==> src/rtl/hack_pkg.sv <==
// -----------------------------------------------------------------------------
// hack_pkg
// Shared definitions for the Hack ROM boot loader: ROM geometry, the loader
// state encoding and a helper that says which states take a stream byte.
// No ports (package).
// -----------------------------------------------------------------------------
package hack_pkg;

    localparam int HACK_ROM_ADDR_W = 15;
    localparam int HACK_WORD_W     = 16;

    typedef enum logic [3:0] {
        ST_IDLE,
        ST_LEN_HI,
        ST_LEN_LO,
        ST_DAT_HI,
        ST_DAT_LO,
        ST_WRITE,
        ST_CHK_HI,
        ST_CHK_LO,
        ST_DONE,
        ST_ERR
    } loader_state_t;

    // States in which the loader consumes a byte from the stream
    function automatic logic acceptsByte(input loader_state_t s);
        return (s inside {ST_LEN_HI, ST_LEN_LO, ST_DAT_HI, ST_DAT_LO,
                          ST_CHK_HI, ST_CHK_LO});
    endfunction

endpackage

==> src/rtl/hack_word_assembler.sv <==
// -----------------------------------------------------------------------------
// hack_word_assembler
// Pairs big-endian bytes into 16-bit words and keeps the running checksum of
// the image words.
// Ports:
//   clk, reset    clock, asynchronous active-low reset
//   i_clear       zero the checksum (start of a new load)
//   i_load_hi     latch i_byte as the high byte of the next pair
//   i_load_lo     form a data word from the latched high byte and i_byte,
//                 register it on o_word and add it to the checksum
//   i_byte        stream byte
//   o_pair        {latched high byte, i_byte}, used for length/checksum fields
//   o_word        last assembled data word (drives the ROM write data)
//   o_checksum    sum of all data words mod 2^16
// -----------------------------------------------------------------------------
module hack_word_assembler
    import hack_pkg::*;
(
    input  logic                   clk,
    input  logic                   reset,
    input  logic                   i_clear,
    input  logic                   i_load_hi,
    input  logic                   i_load_lo,
    input  logic [7:0]             i_byte,
    output logic [HACK_WORD_W-1:0] o_pair,
    output logic [HACK_WORD_W-1:0] o_word,
    output logic [HACK_WORD_W-1:0] o_checksum
);

    logic [7:0]             r_hiByte;
    logic [HACK_WORD_W-1:0] r_word;
    logic [HACK_WORD_W-1:0] r_checksum;

    // The pair is combinational so the FSM can judge the length and checksum
    // fields in the same cycle the low byte is transferred
    assign o_pair     = {r_hiByte, i_byte};
    assign o_word     = r_word;
    assign o_checksum = r_checksum;

    always_ff @(posedge clk or negedge reset) begin
        if (!reset) begin
            r_hiByte   <= '0;
            r_word     <= '0;
            r_checksum <= '0;
        end else begin
            if (i_load_hi) begin
                r_hiByte <= i_byte;
            end
            if (i_clear) begin
                r_checksum <= '0;
            end else if (i_load_lo) begin
                r_word     <= {r_hiByte, i_byte};
                r_checksum <= r_checksum + {r_hiByte, i_byte};
            end
        end
    end

endmodule

==> src/rtl/hack_rom_loader.sv <==
// -----------------------------------------------------------------------------
// hack_rom_loader
// Boot-time writer for the Hack instruction ROM. Takes a length-prefixed,
// checksummed byte stream, writes the words to ROM from address 0 and keeps
// the CPU held in reset until a verified image is in place.
// Ports:
//   clk, reset   clock, asynchronous active-low reset
//   start        pulse; begins a load from IDLE, DONE or ERR
//   byte_valid   source presents byte_data
//   byte_data    stream byte
//   byte_ready   loader takes a byte this cycle (registered)
//   rom_we       one-cycle ROM write strobe per word
//   rom_addr     ROM write address
//   rom_data     ROM write data
//   cpu_hold     high keeps the CPU/PC in reset
//   done         image loaded with a good checksum
//   error        bad length or checksum mismatch
// -----------------------------------------------------------------------------
module hack_rom_loader
    import hack_pkg::*;
#(
    parameter int ADDR_W    = HACK_ROM_ADDR_W,
    parameter int MAX_WORDS = 32768
) (
    input  logic                   clk,
    input  logic                   reset,
    input  logic                   start,
    input  logic                   byte_valid,
    input  logic [7:0]             byte_data,
    output logic                   byte_ready,
    output logic                   rom_we,
    output logic [ADDR_W-1:0]      rom_addr,
    output logic [HACK_WORD_W-1:0] rom_data,
    output logic                   cpu_hold,
    output logic                   done,
    output logic                   error
);

    loader_state_t          r_state;
    loader_state_t          w_nextState;
    logic                   r_byteReady;
    logic                   r_romWe;
    logic [ADDR_W-1:0]      r_romAddr;
    logic                   r_cpuHold;
    logic                   r_done;
    logic                   r_error;
    logic [HACK_WORD_W-1:0] r_wordCount;
    logic [HACK_WORD_W-1:0] r_len;

    logic                   w_transfer;
    logic                   w_clear;
    logic                   w_loadHi;
    logic                   w_loadLo;
    logic [HACK_WORD_W-1:0] w_pair;
    logic [HACK_WORD_W-1:0] w_word;
    logic [HACK_WORD_W-1:0] w_checksum;

    assign w_transfer = byte_valid && r_byteReady;

    hack_word_assembler u_assembler (
        .clk        (clk),
        .reset      (reset),
        .i_clear    (w_clear),
        .i_load_hi  (w_loadHi),
        .i_load_lo  (w_loadLo),
        .i_byte     (byte_data),
        .o_pair     (w_pair),
        .o_word     (w_word),
        .o_checksum (w_checksum)
    );

    // Next-state decode and assembler strobes. The length and checksum
    // fields reuse the assembler's high-byte latch.
    always_comb begin
        w_nextState = r_state;
        w_clear     = 1'b0;
        w_loadHi    = 1'b0;
        w_loadLo    = 1'b0;
        case (r_state)
            ST_IDLE, ST_DONE, ST_ERR: begin
                if (start) begin
                    w_nextState = ST_LEN_HI;
                    w_clear     = 1'b1;
                end
            end
            ST_LEN_HI: begin
                if (w_transfer) begin
                    w_loadHi    = 1'b1;
                    w_nextState = ST_LEN_LO;
                end
            end
            ST_LEN_LO: begin
                if (w_transfer) begin
                    if ((w_pair == '0) || ({16'd0, w_pair} > 32'(MAX_WORDS))) begin
                        w_nextState = ST_ERR;
                    end else begin
                        w_nextState = ST_DAT_HI;
                    end
                end
            end
            ST_DAT_HI: begin
                if (w_transfer) begin
                    w_loadHi    = 1'b1;
                    w_nextState = ST_DAT_LO;
                end
            end
            ST_DAT_LO: begin
                if (w_transfer) begin
                    w_loadLo    = 1'b1;
                    w_nextState = ST_WRITE;
                end
            end
            ST_WRITE: begin
                if ((r_wordCount + 16'd1) == r_len) begin
                    w_nextState = ST_CHK_HI;
                end else begin
                    w_nextState = ST_DAT_HI;
                end
            end
            ST_CHK_HI: begin
                if (w_transfer) begin
                    w_loadHi    = 1'b1;
                    w_nextState = ST_CHK_LO;
                end
            end
            ST_CHK_LO: begin
                if (w_transfer) begin
                    w_nextState = (w_pair == w_checksum) ? ST_DONE : ST_ERR;
                end
            end
            default: begin
                w_nextState = ST_IDLE;
            end
        endcase
    end

    // State register plus outputs registered from the next state, so every
    // flag lines up with the state it describes
    always_ff @(posedge clk or negedge reset) begin
        if (!reset) begin
            r_state     <= ST_IDLE;
            r_byteReady <= 1'b0;
            r_romWe     <= 1'b0;
            r_romAddr   <= '0;
            r_cpuHold   <= 1'b1;
            r_done      <= 1'b0;
            r_error     <= 1'b0;
            r_wordCount <= '0;
            r_len       <= '0;
        end else begin
            r_state     <= w_nextState;
            r_byteReady <= acceptsByte(w_nextState);
            r_romWe     <= (w_nextState == ST_WRITE);
            r_done      <= (w_nextState == ST_DONE);
            r_error     <= (w_nextState == ST_ERR);
            r_cpuHold   <= (w_nextState != ST_DONE);
            if (w_clear) begin
                r_romAddr   <= '0;
                r_wordCount <= '0;
            end else if (r_state == ST_WRITE) begin
                r_romAddr   <= r_romAddr + ADDR_W'(1);
                r_wordCount <= r_wordCount + 16'd1;
            end
            if ((r_state == ST_LEN_LO) && w_transfer) begin
                r_len <= w_pair;
            end
        end
    end

    assign byte_ready = r_byteReady;
    assign rom_we     = r_romWe;
    assign rom_addr   = r_romAddr;
    assign rom_data   = w_word;
    assign cpu_hold   = r_cpuHold;
    assign done       = r_done;
    assign error      = r_error;

endmodule

==> config.mk <==
export PLATFORM = sky130hd
export DESIGN_NAME = hack_rom_loader
export DESIGN_NICKNAME = d
export VERILOG_FILES = /design/src/rtl/hack_pkg.sv /design/src/rtl/hack_word_assembler.sv /design/src/rtl/hack_rom_loader.sv
export SDC_FILE = /design/constraint.sdc
export NUM_CORES = 1
export LEC_CHECK = 0
export ABC_AREA = 1
export CORE_ASPECT_RATIO = 1.1
export CORE_MARGIN = 2
export CORE_UTILIZATION = 52
export CTS_CLUSTER_DIAMETER = 200
export DETAILED_ROUTE_END_ITERATION = 16
export GPL_ROUTABILITY_DRIVEN = 0
export PLACE_DENSITY = 0.82
export SYNTH_ARGS = -nofsm -noshare
export SYNTH_HDL_FRONTEND = slang
export SYNTH_SLANG_ARGS = --single-unit
==> constraint.sdc <==
create_clock -name clk -period 2.1 [get_ports clk]
set_input_delay 0.315 -clock clk [delete_from_list [all_inputs] [get_ports clk]]
set_output_delay 0.315 -clock clk [all_outputs]
set_load 0.02 [all_outputs]
==> metrics.txt <==
status finished with violations; failing checks negative setup slack; share of cells above drive strength 1 18.5%; Max Clk Rate 448 MHz; Clock Pin Slew Worst Setup and Hold Paths 0.09 ns; mux contribution to synthesized area 0%; Area growth syn-to-layout 29.9%; endpoints failing setup 4; routed vias approximately 5300; CTS Sinks 96; post-DP HPWL approximately 10000 microns; HP Class primary input to asynchronous set/reset pin; Post-Synth Adder-Cell Area 4.47%; crit path max-delay cell type dfrtp_1; maximum VDD drop roughly 0.54 mV; fin crit share 106%; Synthesized Nets 706; Clock Path Buffers 2; Post-Syn Area 5210 sq um; Simple-Gate Fraction of Synth Area 26.3%; crit-path max FO 2; Worst Path Arrival about 2.5 ns; Fin. Hold Viols 0; Cells after Synth 676; worst path cell trace ha_2 > inv_2 > fa_2 > nand3b_1 > nand2_1 > inv_2 > nor2_4 > nor2_4 > o21ai_2 > a21oi_2 > o21ai_2 > nand2_1 > nand2_1 > o21ai_1; Seq pwr share 36.7%; Initial Utilization 53.2%; hold_ws 0.411 ns; Port Buf Inserts 47; Top-Level Pins 48; TritonCTS clock tree built; total CTS buffers 9; Pwr Density 1090 nW/um^2; switching share of power between 40% and 50%; clk_skew 0.0119 ns; Fillers roughly 720; Period minus WS final 2.23 ns; Slew Limit Fails 0; Clk pwr share 15.9%; Sw Pwr 0.00305 W; worst reg2reg path depth 14; DRT antenna net count 0; WL final about 15000 microns; Skew-Pair Late Insertion Delay 0.38 ns; htree depth 3; Netlist cell types 35; area of the multi-input gates 2690 sq um; CP peak stage delay approximately 0.38 ns; initial antenna violation count 0; post-synthesis register bit count 96; DR vias/cell 5.83; register area 2410 sq um; number of global-route vias before repair between 5000 and 6000; syn_area_per_cell slightly below 8 sq um; die area approximately 11000 sq um; GRT overflow 0; DP Cell Count 882; register area share after synthesis 46.1%; per-cell routed wire length 16.3 microns; Finished Layout Cells 909; Die X 99.4 microns; leakage 3.20 nW; critical path class flip-flop to flip-flop; row cnt 38; CTS root buffer clkbuf_8; Synth Warn # 0; RSZ-0062 raised after global routing yes; cell repeated most along the worst path nand2_1; Slew headroom 60.9%; GR Util All Layers 26.6%; first-pass GRT wire length 23000 microns; Worst-Margin Slew 0.582 ns; crit end category flip-flop; Critical Path RT ~2.4 ns; Synth Area in Compound Gates 13.8%; Layout Nets roughly 800; DR iter-0 viols 608; Core Area 9790 sq um; main combinational cell family by area after synthesis simple AND/OR/NAND/NOR gates; total iterations of the first detailed-routing run 6; worst setup margin -0.133 ns; Logic pwr share 47.5%; largest net degree at the start of global routing 37; Post-route DRC 0; # Max-Cap Violations 0; Synth Area in XOR/XNOR 1.78%; ANT cells 0; P_int ~0.0043 W; Startpoint Class flip-flop; Die Ht 109 microns
metal layers:
layer	routed length [microns]	global-route usage [%]	share of wire, %	vias to the layer above
met5	0	0	0	-
met4	559	11.6	3.8	0
met3	1050	4.55	7.1	61
met2	7550	46.9	51	272
met1	5620	32.2	38	2502
li1	-	-	-	2460
Yosys cell counts:
master | number | area share (%)
nor4_1 | 5 | 0.60
o221a_2 | 2 | 0.43
a21oi_1 | 30 | 2.9
o22ai_1 | 11 | 1.3
fa_1 | 1 | 0.38
xnor3_1 | 1 | 0.43
o21ai_0 | 74 | 7.1
clkbuf_1 | 12 | 0.86
clkinv_1 | 2 | 0.14
inv_2 | 4 | 0.29
o31ai_1 | 3 | 0.43
nor3_1 | 8 | 0.77
nand3_2 | 2 | 0.38
nor2_1 | 54 | 3.9
xor2_1 | 6 | 1.0
o21ai_1 | 2 | 0.19
nand3b_1 | 5 | 0.72
nand3_1 | 60 | 5.8
nor2_4 | 1 | 0.22
a22o_1 | 2 | 0.34
ha_1 | 17 | 4.1
a211oi_1 | 2 | 0.29
dfstp_2 | 1 | 0.50
dfrtp_1 | 95 | 46
nor3b_1 | 1 | 0.14
o2111ai_1 | 2 | 0.34
a31oi_1 | 3 | 0.36
buf_1 | 2 | 0.14
nor2_2 | 3 | 0.36
inv_1 | 84 | 6.1
nand2_1 | 165 | 12
o21bai_1 | 1 | 0.14
xnor2_1 | 2 | 0.34
and2_1 | 1 | 0.12
nand4_1 | 12 | 1.4
critical path, delay by kind of cell (launching register included):
kind | cells | cell delay (ns)
buffers and inverters | 2 | 0.12
flip-flops | 1 | 0.38
adder cells (fa/ha/maj) | 2 | 0.55
AO/OA/AOI/OAI | 4 | 0.53
AND/OR/NAND/NOR | 6 | 0.57
repair_timing:
item | CTS | global route
hold buffers | 1 | 0
endpoints found under the setup margin | 10 | 17
setup buffers | 2 | 9
hold endpoints to repair | 27 | 0
pin swaps | 10 | 36
gates resized for setup | 19 | 64
kinds of logic after synthesis:
family | count (synthesis)
simple gates | 317
compound gates | 132
buf+inv | 104
flops | 96
fa+ha+maj | 18
xor+xnor | 9
power by group through the flow:
stage | combinational (W) | clock [W] | sequential [W]
after floorplan | 0.00164 | 0 | 0.00278
after global placement | 0.00288 | 0 | 0.00267
after detailed placement | 0.00302 | 0 | 0.00270
after CTS | 0.00313 | 0.00119 | 0.00267
after global routing | 0.00382 | 0.00124 | 0.00275
final | 0.00349 | 0.00117 | 0.00269
metrics by stage:
stage	util, %	setup TNS, ns	total power (W)	setup WS (ns)	cell area [sq um]
floorplan	-	0	0.00442	0.0296	5210
global placement	63.4	-5.48	0.00555	-0.521	6210
detailed placement	63.4	-6.67	0.00572	-0.595	6210
CTS	66.0	-0.0295	0.00699	-0.0295	6470
global route	69.1	-1.32	0.00780	-0.231	6770
finish	69.1	-0.248	0.00735	-0.133	6770
cell type report:
cell class,instances,share of cell area (%)
Multi-Input combinational cell,476,39.7
Sequential cell,96,35.6
Timing Repair Buffer,111,14.8
Inverter,90,4.99
Clock buffer,14,2.55
Tap cell,120,2.22
Clock inverter,2,0.185
layout by cell type (no fill, tap or decap), types with 3 or more instances in the layout:
cell / instances
nor2_2: 8
buf_4: 59
o21ai_2: 5
o21ai_1: 6
o22ai_1: 11
nand2_2: 9
nand3b_1: 5
nor2_1: 42
clkdlybuf4s50_1: 43
xor2_1: 5
inv_2: 9
a31oi_1: 3
nand3_1: 54
nor2_4: 8
o21ai_0: 65
dfrtp_2: 3
inv_1: 79
nor3_1: 7
ha_1: 14
buf_12: 3
dfrtp_1: 92
nand2_1: 154
nor4_1: 4
nand3_4: 3
clkbuf_8: 12
nand4_1: 12
a21oi_1: 27
nand3_2: 5
final timing paths:
kind	startpoint	endpoint	slack, ns
setup reg to reg	u_assembler.o_checksum[0]	u_assembler.o_checksum[12]	-0.13
min in group clk	byte_data[0]	u_assembler.o_checksum[0]	0.49
hold reg to reg	u_assembler.o_word[15]	u_assembler.o_word[15]	0.50
hold / removal	reset	r_wordCount[15]	0.41
max in group asynchronous	reset	cpu_hold	1.10
setup / recovery	u_assembler.o_checksum[0]	u_assembler.o_checksum[12]	-0.13
state kept, by name, summed over array words and instances, names as in the netlist, 4 cells and up:
register,cells
r_wordCount,16
u_assembler.r_hiByte,8
u_assembler.o_checksum,16
r_state,4
rom_addr,15
r_len,16
u_assembler.o_word,16
Note: power is estimated with default switching activity, not from simulation.
